## config.mk

```make
export PLATFORM = sky130hd
export DESIGN_NAME = membus_arbiter
export DESIGN_NICKNAME = d
export VERILOG_FILES = /design/src/rtl/membus_arbiter.sv
export SDC_FILE = /design/constraint.sdc
export NUM_CORES = 1
export LEC_CHECK = 0
export ABC_AREA = 0
export CAP_MARGIN = 0
export CORE_AREA = 2 2 106 108
export DETAILED_ROUTE_END_ITERATION = 10
export DIE_AREA = 0 0 108 110
export PLACE_DENSITY = 0.84
export REMOVE_ABC_BUFFERS = 1
export SETUP_SLACK_MARGIN = 0.15
export SLEW_MARGIN = 20
export SYNTH_ARGS = -nofsm -noshare
export SYNTH_HDL_FRONTEND = slang
export SYNTH_SLANG_ARGS = --single-unit
```

## constraint.sdc

```tcl
create_clock -name clk -period 6.85 [get_ports clk]
set_input_delay 0.685 -clock clk [delete_from_list [all_inputs] [get_ports clk]]
set_output_delay 0.685 -clock clk [all_outputs]
set_load 0.05 [all_outputs]
```

## src/rtl/membus_arbiter.sv

```systemverilog
// Arbitrates one memory bus between instruction fetch (I) and hart load/store (D).
// D has priority, bounded by a streak limit while I waits; hung transfers time out with an error ack.
module membus_arbiter #(
    parameter int ADDR_W     = 32,
    parameter int DATA_W     = 32,
    parameter int MAX_STREAK = 4,
    parameter int TIMEOUT    = 255
) (
    input  logic              clk,
    input  logic              reset,
    input  logic              i_req,
    input  logic [ADDR_W-1:0] i_addr,
    output logic              i_ack,
    output logic              i_err,
    output logic [DATA_W-1:0] i_rdata,
    input  logic              d_req,
    input  logic [ADDR_W-1:0] d_addr,
    input  logic [DATA_W-1:0] d_wdata,
    input  logic              d_w,
    input  logic              d_sext,
    input  logic [1:0]        d_width,
    output logic              d_ack,
    output logic              d_err,
    output logic [DATA_W-1:0] d_rdata,
    output logic              mem_req,
    output logic [ADDR_W-1:0] mem_addr,
    output logic [DATA_W-1:0] mem_wdata,
    output logic              mem_w,
    output logic              mem_sext,
    output logic [1:0]        mem_width,
    input  logic              mem_ack,
    input  logic [DATA_W-1:0] mem_rdata
);

    localparam int SW = $clog2(MAX_STREAK + 1);
    localparam int TW = $clog2(TIMEOUT + 1);
    localparam logic [1:0] WIDTH_WORD = 2'd2;

    typedef enum logic [1:0] {IDLE, BUSY_I, BUSY_D} state_t;

    state_t            state_q, state_d;
    logic [SW-1:0]     streak_q, streak_d;
    logic [TW-1:0]     timer_q, timer_d;
    logic [ADDR_W-1:0] addr_q, addr_d;
    logic [DATA_W-1:0] wdata_q, wdata_d;
    logic              w_q, w_d;
    logic              sext_q, sext_d;
    logic [1:0]        width_q, width_d;
    logic              timed_out;

    // Fires in the TIMEOUT-th consecutive BUSY cycle without mem_ack; mem_ack wins.
    assign timed_out = (timer_q == TW'(TIMEOUT - 1)) && !mem_ack;

    always_comb begin
        state_d  = state_q;
        streak_d = streak_q;
        timer_d  = timer_q;
        addr_d   = addr_q;
        wdata_d  = wdata_q;
        w_d      = w_q;
        sext_d   = sext_q;
        width_d  = width_q;
        mem_req  = 1'b0;
        i_ack    = 1'b0;
        i_err    = 1'b0;
        i_rdata  = '0;
        d_ack    = 1'b0;
        d_err    = 1'b0;
        d_rdata  = '0;
        case (state_q)
            IDLE: begin
                if (d_req && (!i_req || (streak_q < SW'(MAX_STREAK)))) begin
                    state_d  = BUSY_D;
                    addr_d   = d_addr;
                    wdata_d  = d_w ? d_wdata : '0;
                    w_d      = d_w;
                    sext_d   = d_sext;
                    width_d  = d_width;
                    timer_d  = '0;
                    // streak < MAX_STREAK whenever i_req is high here, so this saturates
                    streak_d = i_req ? streak_q + SW'(1) : '0;
                end else if (i_req) begin
                    state_d  = BUSY_I;
                    addr_d   = i_addr;
                    wdata_d  = '0;
                    w_d      = 1'b0;
                    sext_d   = 1'b0;
                    width_d  = WIDTH_WORD;
                    timer_d  = '0;
                    streak_d = '0;
                end
            end
            BUSY_I: begin
                mem_req = 1'b1;
                if (mem_ack) begin
                    i_ack   = 1'b1;
                    i_rdata = mem_rdata;
                    state_d = IDLE;
                end else if (timed_out) begin
                    i_ack   = 1'b1;
                    i_err   = 1'b1;
                    state_d = IDLE;
                end else begin
                    timer_d = timer_q + TW'(1);
                end
            end
            BUSY_D: begin
                mem_req = 1'b1;
                if (mem_ack) begin
                    d_ack   = 1'b1;
                    d_rdata = mem_rdata;
                    state_d = IDLE;
                end else if (timed_out) begin
                    d_ack   = 1'b1;
                    d_err   = 1'b1;
                    state_d = IDLE;
                end else begin
                    timer_d = timer_q + TW'(1);
                end
            end
            default: state_d = IDLE;
        endcase
    end

    always_ff @(posedge clk or posedge reset) begin
        if (reset) begin
            state_q  <= IDLE;
            streak_q <= '0;
            timer_q  <= '0;
            addr_q   <= '0;
            wdata_q  <= '0;
            w_q      <= 1'b0;
            sext_q   <= 1'b0;
            width_q  <= 2'd0;
        end else begin
            state_q  <= state_d;
            streak_q <= streak_d;
            timer_q  <= timer_d;
            addr_q   <= addr_d;
            wdata_q  <= wdata_d;
            w_q      <= w_d;
            sext_q   <= sext_d;
            width_q  <= width_d;
        end
    end

    assign mem_addr  = addr_q;
    assign mem_wdata = wdata_q;
    assign mem_w     = w_q;
    assign mem_sext  = sext_q;
    assign mem_width = width_q;

endmodule

```

==> flow_summary_export.csv <==
group,metric,value,unit
status,outcome,"complete, no violations",
pwr,intPower,1.535,mW
timing,rsz0062_at_grt,"false",
setup_path,crit_required,6.16,ns
route,route.met2.wl,6980,µm
timing,setup-violations-final,0,
route,route.detailed.drc,0,
logic_synthesis,yosysTopAreaCell,"dfrtp_1",
finish,layout_common_cells,"clkdlybuf4s50_1 (273), dfrtp_1 (81), and3_1 (64), nand2_1 (40), o21ai_0 (37)",
clock_network,cts_buffers,9,
route,wl_per_cell,17.38,µm
pwr,power_density,439.9,mW/mm²
die,initial_core_util,37.03,%
setup_path,crit_fanout,34,
placement,hpwl,10600,µm
die,row_count,38,
route,dr.pass1.iters,4,
placement,port-buffer-count,273,
timing,final_max_slew_viol_count,0,
setup_path,reg2reg_from,"state_q[0]",
logic_synthesis,syn_inst,385,
setup_path,reg2reg_to,"mem_wdata[1]",
clock_network,path_clk_slew,0.08,ns
timing,period_share,49.26,%
route,ant_nets,0,
setup_path,critPathArrivalTime,2.69,ns
route,drt_wl_total,13630,µm
timing,fmax,0.2964,GHz
route,num_vias,4026,
setup_path,critPathCapture,"d_rdata[22]",
hold_path,hold_path_class,"register to register",
logic_synthesis,synth_top_area_share,51.17,%
setup_path,start_kind,"register",
timing,report.final.hold_viol_count,0,
logic_synthesis,yosys_warnings,0,
timing,post-route-min-period,3.374,ns
logic_synthesis,seq_area_frac_synth,51.17,%
route,drtIter0Drc,280,
setup_path,critical_path_class,"register to primary output",
finish,num_antenna_cells,0,
timing,skew,0.008001,ns
pwr,leakage,3.191,nW
pwr,p_comb_share,61.8,%
setup_path,cp-startpoint,"state_q[0]",
timing,timing.hold.ws,0.4812,ns
finish,syn_to_final_growth,76.69,%
die,die_h,110,µm
global_route,antenna_found_initial,1,
finish,instances_no_fill,784,
setup_path,cp-end-kind,"primary output",
timing,tns,0,ns
clock_network,cts_setup_buffers,0,
setup_path,r2r_cells,6,
pwr,sequentialPowerShare,25.5,%
global_route,grt_overflow_total,0,
pwr,ir_worst_vdd,0.0003178,V
route,dr.max_layer_used,"met5",
die,coreArea,0.01070,mm²
clock_network,htree_levels,3,
setup_path,timing.reg2reg.setup_slack,4.66,ns
finish,drive_gt1_share,3.882,%
clock_network,hold_buffers,0,
clock_network,clock_sinks,81,
finish,nets,782,
placement,placed_cells_incl_taps,768,
logic_synthesis,netlist-cell-type-count,36,
global_route,grt_pass1_vias,3927,
finish,final_common_cell,"clkdlybuf4s50_1",
finish,final_core_util,65.43,%
pwr,swShare,50.14,%
global_route,track_usage,22.03,%
logic_synthesis,netlist_area,0.003961,mm²
logic_synthesis,synth_area_leaders,"dfrtp_1 (51%), and3_1 (10%), mux2i_1 (8.1%)",
route,routedLengthMet1,4772,µm
logic_synthesis,avgSynthCellArea,10.29,µm²
pwr,p_clk_share,12.6,%
placement,gp_congestion,0.7794,
clock_network,clock_path_buffers,2,
placement,pre_cts_ws,3.559,ns
global_route,grt_first_pass_wirelength,20110,µm
timing,setup_ws,3.476,ns
die,ios,274,
die,die_w,108,µm
global_route,grt_max_degree,82,
die,die_area,0.01188,mm²
job,max_cap_viol_count,0,
pwr,power_switching,1.544,mW
logic_synthesis,synth-seq-cells,81,
clock_network,post_cts_resized,0,
route,vias_per_cell,5.135,
timing,slew_headroom,38.60,%
clock_network,insertion_delay,0.34,ns
timing,tightestPinTransition,0.9176,ns
finish,fillCellCount,848,
clock_network,cts_tree,"done",
clock_network,cts-root-buf,"clkbuf_8",
route,wl_met3,1501,µm
synthesized netlist by cell type:
master / count
and2_1: 1
a21boi_0: 1
or3b_4: 1
nor3b_1: 2
o21a_1: 1
a41oi_1: 2
nand4_1: 2
buf_2: 10
and2b_1: 1
or2b_1: 1
a22o_1: 36
a21o_1: 1
nand2b_1: 1
clkbuf_1: 19
nand3b_1: 1
o21ai_0: 38
and3_1: 64
nand2_1: 40
nand3_1: 4
o21ai_1: 2
a31o_4: 1
buf_6: 1
buf_1: 3
ha_1: 6
nor2_1: 6
mux2i_1: 32
o211a_1: 1
buf_4: 1
a21oi_1: 6
or2_2: 1
nor2b_1: 3
a32o_1: 1
a21oi_2: 1
inv_1: 7
dfrtp_1: 81
a31oi_1: 6
worst min-delay path by stage:
stage	start	to	slack [ns]	cells after the start
after floorplan	timer_q[7]	timer_q[7]	0.45	1
after global placement	mem_addr[9]	mem_addr[9]	0.46	2
after detailed placement	mem_addr[16]	mem_addr[16]	0.47	2
after CTS	mem_addr[9]	mem_addr[9]	0.49	2
after global routing	mem_w	mem_w	0.50	1
final	mem_addr[20]	mem_addr[20]	0.48	2
flip-flops by register name (all words and copies together), names as in the netlist:
name,cells
mem_wdata,32
state_q,2
timer_q,8
mem_w,1
mem_sext,1
mem_width,2
mem_addr,32
streak_q,3
power by group through the flow:
stage	clock, mW	sequential (mW)	combinational (mW)
2_1_floorplan	0	1.38	0.643
3_3_place_gp	0	0.781	1.88
3_5_place_dp	0	0.790	1.91
4_1_cts	0.401	0.786	1.92
5_1_grt	0.418	0.810	2.00
6_report	0.389	0.785	1.90
cell type report:
type                    instances  area [µm²]  area share [%]
repair buffers                277        2766           39.52
flip-flops and latches         81        2027           28.96
multi-input cells             263        1780           25.44
well taps                     140       175.2           2.503
clock buffers                  14       162.7           2.324
clock inverters                 2       60.06          0.8581
inverters                       7       27.53          0.3933
worst max-delay path, stage by stage (launching register included):
cell and delay (ns):
dfrtp_1 0.41, inv_1 0.09, ha_1 0.74, and3_1 0.30, clkdlybuf4s50_1 0.81
per-stage QoR:
step / area [µm²] / total power, mW
final: 6999 / 3.079
after CTS: 6995 / 3.103
after detailed placement: 6773 / 2.703
after global routing: 6999 / 3.229
after global placement: 6771 / 2.663
after floorplan: 3810 / 2.019
per-layer routing:
metal	track usage, %	vias to the layer above
met5	0	-
met4	8.700	2
met3	8.583	25
met2	38.54	211
met1	24.14	1895
li1	-	1893
kinds of logic after synthesis:
kind of cell / share of synthesized area [%]
AND/OR/NAND/NOR: 17.47
AO/OA/AOI/OAI: 16.90
flip-flops: 51.17
buffers and inverters: 4.485
multiplexers: 8.086
adder cells (fa/ha/maj): 1.895
(Power assumes the default switching activity.)
